$ cat src/rtl/irq_sequencer.sv
// Interrupt sequencer: captures peripheral request edges into pending bits, picks one by
// fixed priority and hands it to the ID-stage control unit, one interrupt in service at a time.
module irq_sequencer #(
    parameter int N_SRC     = 4,
    parameter int CAUSE_W   = 2,
    parameter int GUARD_CYC = 2
) (
    input  logic               clk,
    input  logic               rst_n,
    input  logic [N_SRC-1:0]   irq_src_i,
    input  logic [N_SRC-1:0]   irq_mask_i,
    input  logic [N_SRC-1:0]   clr_pend_i,
    input  logic               pc_31_i,
    input  logic               irq_ack_i,
    output logic               irq_o,
    output logic [CAUSE_W-1:0] irq_cause_o,
    output logic [N_SRC-1:0]   pending_o,
    output logic               in_service_o
);

    typedef enum logic [2:0] {
        IDLE,
        REQ,
        ENTER,
        KERNEL,
        GUARD
    } state_t;

    state_t             state_q;
    logic [N_SRC-1:0]   src_q;
    logic [N_SRC-1:0]   pending_q;
    logic [N_SRC-1:0]   pending_d;
    logic [3:0]         guard_q;
    logic               irq_q;
    logic [CAUSE_W-1:0] cause_q;
    logic               in_service_q;

    logic [N_SRC-1:0]   rise;
    logic [N_SRC-1:0]   eligible;
    logic [N_SRC-1:0]   ack_clr;
    logic [CAUSE_W-1:0] winner;
    logic               ack_take;

    assign rise     = irq_src_i & ~src_q;
    assign eligible = pending_q & irq_mask_i;
    assign ack_take = (state_q == REQ) && irq_ack_i;
    assign ack_clr  = ack_take ? (N_SRC'(1) << cause_q) : '0;

    // A new edge wins over any clear in the same cycle so no event is dropped.
    assign pending_d = (pending_q & ~clr_pend_i & ~ack_clr) | rise;

    always_comb begin
        winner = '0;
        for (int i = N_SRC - 1; i >= 0; i--) begin
            if (eligible[i]) begin
                winner = CAUSE_W'(i);
            end
        end
    end

    always_ff @(posedge clk or negedge rst_n) begin
        if (!rst_n) begin
            src_q     <= '0;
            pending_q <= '0;
        end else begin
            src_q     <= irq_src_i;
            pending_q <= pending_d;
        end
    end

    always_ff @(posedge clk or negedge rst_n) begin
        if (!rst_n) begin
            state_q      <= IDLE;
            irq_q        <= 1'b0;
            cause_q      <= '0;
            in_service_q <= 1'b0;
            guard_q      <= '0;
        end else begin
            case (state_q)
                IDLE: begin
                    if ((eligible != '0) && !pc_31_i) begin
                        cause_q <= winner;
                        irq_q   <= 1'b1;
                        state_q <= REQ;
                    end
                end
                REQ: begin
                    if (irq_ack_i) begin
                        irq_q        <= 1'b0;
                        in_service_q <= 1'b1;
                        state_q      <= ENTER;
                    end else if (pc_31_i || !eligible[cause_q]) begin
                        // An exception got into kernel first, or the source went away.
                        irq_q   <= 1'b0;
                        state_q <= IDLE;
                    end
                end
                ENTER: begin
                    if (pc_31_i) begin
                        state_q <= KERNEL;
                    end
                end
                KERNEL: begin
                    if (!pc_31_i) begin
                        guard_q      <= 4'(GUARD_CYC);
                        in_service_q <= 1'b0;
                        state_q      <= GUARD;
                    end
                end
                GUARD: begin
                    // Only user-mode cycles count toward forward progress.
                    if (guard_q == 4'd0) begin
                        state_q <= IDLE;
                    end else if (!pc_31_i) begin
                        guard_q <= guard_q - 4'd1;
                    end
                end
                default: begin
                    irq_q   <= 1'b0;
                    state_q <= IDLE;
                end
            endcase
        end
    end

    assign irq_o        = irq_q;
    assign irq_cause_o  = cause_q;
    assign pending_o    = pending_q;
    assign in_service_o = in_service_q;

endmodule

$ cat config.mk
export PLATFORM = sky130hd
export DESIGN_NAME = irq_sequencer
export DESIGN_NICKNAME = d
export VERILOG_FILES = /design/src/rtl/irq_sequencer.sv
export SDC_FILE = /design/constraint.sdc
export NUM_CORES = 1
export LEC_CHECK = 0
export CAP_MARGIN = 30
export CORE_MARGIN = 1
export CORE_UTILIZATION = 25
export CTS_CLUSTER_SIZE = 16
export DETAILED_ROUTE_END_ITERATION = 8
export SLEW_MARGIN = 20
export SYNTH_ARGS = -nofsm -noshare
export SYNTH_HDL_FRONTEND = slang
export SYNTH_SLANG_ARGS = --single-unit
$ cat constraint.sdc
create_clock -name clk -period 2.2 [get_ports clk]
set_input_delay 0.44 -clock clk [delete_from_list [all_inputs] [get_ports clk]]
set_output_delay 0.44 -clock clk [all_outputs]
set_load 0.01 [all_outputs]
; Word-level counts from Yosys, hierarchy flattened
; Cells that the tools add are included.
[op_classes]
bitwise = 9
add_sub_neg = 1
n_eq_ne = 12
reduce_logical = 16
order_cmp = 1
mux = 25
shift = 1
[ops]
columns = op, n
row1 = 3-bit two-way mux, 6
row2 = 4-bit AND, 4
row3 = 4-bit two-way mux, 4
row4 = 3-bit one-hot mux with 5 select lines, 1
row5 = 2-bit inequality test (second input constant), 7
row6 = 4-bit NOT, 3
row7 = 2-bit two-way mux, 4
row8 = 4-bit one-hot mux with 2 select lines, 1
row9 = 3-bit by 2-bit equality test with 1-bit output (second input constant), 2
row10 = 1-bit two-way mux, 6
row11 = 3-bit AND reduction, 2
row12 = 5-bit AND reduction, 1
row13 = 4-bit logical NOT, 1
row14 = 4-bit OR, 1
row15 = 4-bit AND reduction, 1
row16 = 2-bit nonzero test, 2
row17 = 4-bit nonzero test, 1
row18 = 1-bit by 2-bit << shifter with 4-bit output (first input constant), 1
row19 = 4-bit by 1-bit subtractor with 4-bit output (second input constant), 1
row20 = 3-bit by 1-bit equality test with 1-bit output (second input constant), 1
row21 = 3-bit equality test (second input constant), 1
row22 = 3-bit logical NOT, 1
row23 = 2-bit by 3-bit < comparator with 1-bit output (second input constant), 1
row24 = 3-bit by 2-bit inequality test with 1-bit output (second input constant), 1
row25 = 9 further kinds, 11
[word_totals]
in_bits = 16
ff_bits = 19
output_inout_bits = 8
wordCells = 72

; Logic depth before layout (Yosys ltp)
[logic_depth]
ltp_word = 8
depth_mapped = 6
depth_no_buf = 6

; Worst setup path before layout
; OpenSTA, ideal clock, no wires.
[synth_path]
kind = flip-flop to flip-flop
from = reg state_q[1]
to = reg cause_q[0], in the netlist irq_cause_o[0]
period_less_slack_ps = 1570
setup_slack_ps = 630
arrival_time_ps = 1445
path_buffers = 1
path_stages_with_launch = 5
t_required_ps = 2075
cell_sequence = dfrtp_1 buf_4 nor4_1 o21a_1 mux2_2
[synth_via]
elab_chain_len = 2
[synth_rtl]
columns = element, line_no
row1 = "start, declared", 29  ; state_t state_q;
row2 = "start signal, assigned", 73  ; state_q <= IDLE;
row3 = "start signal, assigned", 84  ; state_q <= REQ;
row4 = "start signal, assigned", 91  ; state_q <= ENTER;
row5 = 3-bit logical NOT, 79  ; case (state_q)
row6 = 2-bit AND reduction (no line), n/a
row7 = "end signal, assigned", 82  ; cause_q <= winner;
row8 = "end, declared", 35  ; logic [CAUSE_W-1:0] cause_q;
; No other way between the ends.
; A chain may end at the register's enable or synchronous reset.

; Worst setup path in the final report
[layout_path]
from = in pc_31_i
to = reg guard_q[2]
[layout_via]
elab_chain_len = 2
word_cells_on_any_way = 3
[layout_rtl]
columns = element, line_no
row1 = "start, declared", 13  ; input logic pc_31_i,
row2 = 2-bit inequality test (no line), n/a
row3 = 4-bit AND reduction (no line) (*), n/a
row4 = "end signal, assigned", 105  ; guard_q <= 4'(GUARD_CYC);
row5 = "end signal, assigned", 115  ; guard_q <= guard_q - 4'd1;
row6 = "end, declared", 33  ; logic [3:0] guard_q;
; Every way passes the cells marked *; elsewhere a longest branch is shown, timed or not.

==> flow_metrics.tcl <==
set metrics [dict create \
    port_buffers 23 \
    ys.flop_type "dfrtp_1" \
    finalNonFillerCells 165 \
    grt_util_all_layers_pct 11.28 \
    clock_skew_ns 0.007414 \
    holdBufCountCts 0 \
    htreeDepth 1 \
    report.final.slew_viol_count 0 \
    period_needed_ns 1.792 \
    p_comb_share_pct 37.2 \
    rsz0062_at_grt "no" \
    path_cells "clkdlybuf4s50_1, and4bb_4, a41oi_4, or3_1, a21oi_1" \
    post-dp-hpwl_mm 1.579 \
    rows 22 \
    synth_area_per_cell_um2 10.46 \
    path_depth 5 \
    place_congestion 0.7880 \
    worstPathArrival_ns 1.96 \
    critPathKind "input port to flip-flop" \
    setup_viol 0 \
    ys_types 34 \
    max_freq_mhz 557.9 \
    cts_setup_buffers 0 \
    design.die.area_mm2 0.004060 \
    grt_pass1_wl_mm 3.532 \
    seq_power_share_pct 44.9 \
    via_per_inst 4.782 \
    drt_iter0_markers 52 \
    cts_resized 0 \
    synthCells 91 \
    yosys.area.top_type_share_pct 49.93 \
    synth_edf_count 0 \
    grt_pass1_vias 832 \
    worstMarginPinSlew_ns 0.4023 \
    io-pin-count 24 \
    power_w 0.001346 \
    synth_seq_area_share_pct 49.93 \
    cp_data_required_time_ns 2.37 \
    ant_nets 0 \
    clock_latency_ns 0.25 \
    clkPwrFrac_pct 17.9 \
    tns_ns 0 \
    final_layout_size_suffix_gt1_share_pct 11.11 \
    drc 0 \
    synth_nets 108 \
    yosys.area.top_type "dfrtp_1" \
    internal-power_w 0.0008605 \
    status "completed" \
    finalCritPeriodShare_pct 81.48 \
    end_kind "flip-flop" \
    coreArea_mm2 0.003661 \
    nNetsFinal 135 \
    clockBufferDepth 2 \
    clk_pin_slew_ns 0.07 \
    fp.dieH_um 63.72 \
    cp_num_buf_inv 1 \
    cp_max_fo 8 \
    synth_seq_cells 19 \
    synth_area_um2 952.2 \
    via_count 789 \
    yosys.cell_count.top_type "dfrtp_1" \
    initial_core_util_pct 26.01 \
    holdWs_ns 0.4247 \
    gr-total-overflow 0 \
    cpMaxStageDelayCell "clkdlybuf4s50_1" \
    cts_tree "built" \
    grt_max_degree 20 \
    switching_share_pct 36.08 \
    ys_top_cells_by_count "dfrtp_1 (19), nand2_1 (11), inv_1 (10)" \
    numCtsBuffers 3 \
    root_buffer "clkbuf_8" \
    hold_depth 1 \
    area_growth_pct 34.30 \
    power_leakage_nw 0.5238 \
    p_switching_w 0.0004856 \
    reg2regPathDepth 6 \
    crit_family "simple AND/OR/NAND/NOR gates" \
    maxCapViolations 0 \
    startpoint_type "input port" \
    clock-sinks 19 \
    peakVddDrop_uv 356.7 \
    hold_path.class "flip-flop to flip-flop" \
    routedWlPerCell_um 12.64 \
    dr.pass1.iters 4 \
    power_density_mw_per_mm2 1053 \
    antennaDiodeCount 0 \
    slew_headroom_pct 72.94 \
    antenna_found_initial 0 \
    dp_cells 161 \
    synth-warning-count 0 \
    finalWirelength_mm 2.086 \
    final-hold-violation-count 0 \
    synthTopCellsByArea "dfrtp_1 (50%), o21ai_0 (4.7%), nand2_1 (4.3%)" \
    cp_slowest_stage_delay_ns 0.50 \
    fp.dieW_um 63.72 \
    async_flop_share_pct 100.0 \
]
==> cells in the final DEF, fill, tap and decap left out, types with 2 or more instances in the layout <==
cell type	n
o21ai_0	9
buf_4	2
clkdlybuf4s50_1	23
clkbuf_8	3
nand2_1	11
inv_1	10
dfrtp_1	19
a21oi_1	5
or3_1	2
nand3b_1	4
nand3_1	5
==> power groups by stage <==
stage	clock network (W)	logic, W	registers (W)
after CTS	0.000248	0.000504	0.000603
after floorplan	0	0.000385	0.000540
after global routing	0.000262	0.000553	0.000628
final	0.000240	0.000501	0.000605
after global placement	0	0.000482	0.000609
after detailed placement	0	0.000503	0.000610
==> final cells by class <==
class	instances	area (µm²)
Inverter	10	37.54
Fill cell	371	2382
Multi-Input combinational cell	59	415.4
Tap cell	48	60.06
Timing Repair Buffer	25	245.2
Sequential cell	19	475.5
Clock buffer	4	45.04
==> logic make-up after synthesis <==
group                      count (synthesis)  share of synthesized area [%]
and+or+nand+nor                           32                          20.63
DFF                                       19                          49.93
adders and majority gates                  1                          1.314
AOI/OAI and AO/OA                         23                          17.08
buffers and inverters                     13                          6.439
muxes                                      3                          4.599
==> sequential cells by signal (all words and copies together) (netlist names) <==
register	count
guard_q	4
src_q	4
irq_cause_o	2
in_service_o	1
pending_o	4
state_q	3
irq_o	1
==> per-layer routing <==
metal  share of wire (%)  vias to the layer above  global-route usage (%)
met1                  47                      379                   14.64
met4                 1.4                        0                   4.830
met3                 3.5                        4                   1.630
met2                  48                       28                   18.48
li1                    -                      378                       -
met5                   0                        -                       0
==> worst register-to-register path, stage by stage, from the launching register on <==
cell and delay [ns]:
dfrtp_1 0.40, inv_1 0.08, ha_1 0.16, or3b_4 0.40, a41oi_4 0.31, o21ai_0 0.14, a21oi_1 0.16
==> metrics by stage <==
stage	util [%]	instance area, µm²	setup slack (ns)
floorplan	-	952.2	0.6300
global placement	33.70	1234	0.2119
detailed placement	33.70	1234	0.1578
CTS	34.93	1279	0.3918
global route	34.93	1279	0.3460
finish	34.93	1279	0.4075
==> final timing paths <==
kind                            start            to  slack [ns]
min in group asynchronous       rst_n  pending_o[3]        0.52
min reg2reg                  src_q[2]  pending_o[2]        0.42
min                          src_q[2]  pending_o[2]        0.42
max                           pc_31_i    guard_q[2]        0.41
max in group asynchronous       rst_n    guard_q[1]        1.47
max reg2reg                guard_q[0]    guard_q[2]        0.47
Power figures use the tool's default switching activity.
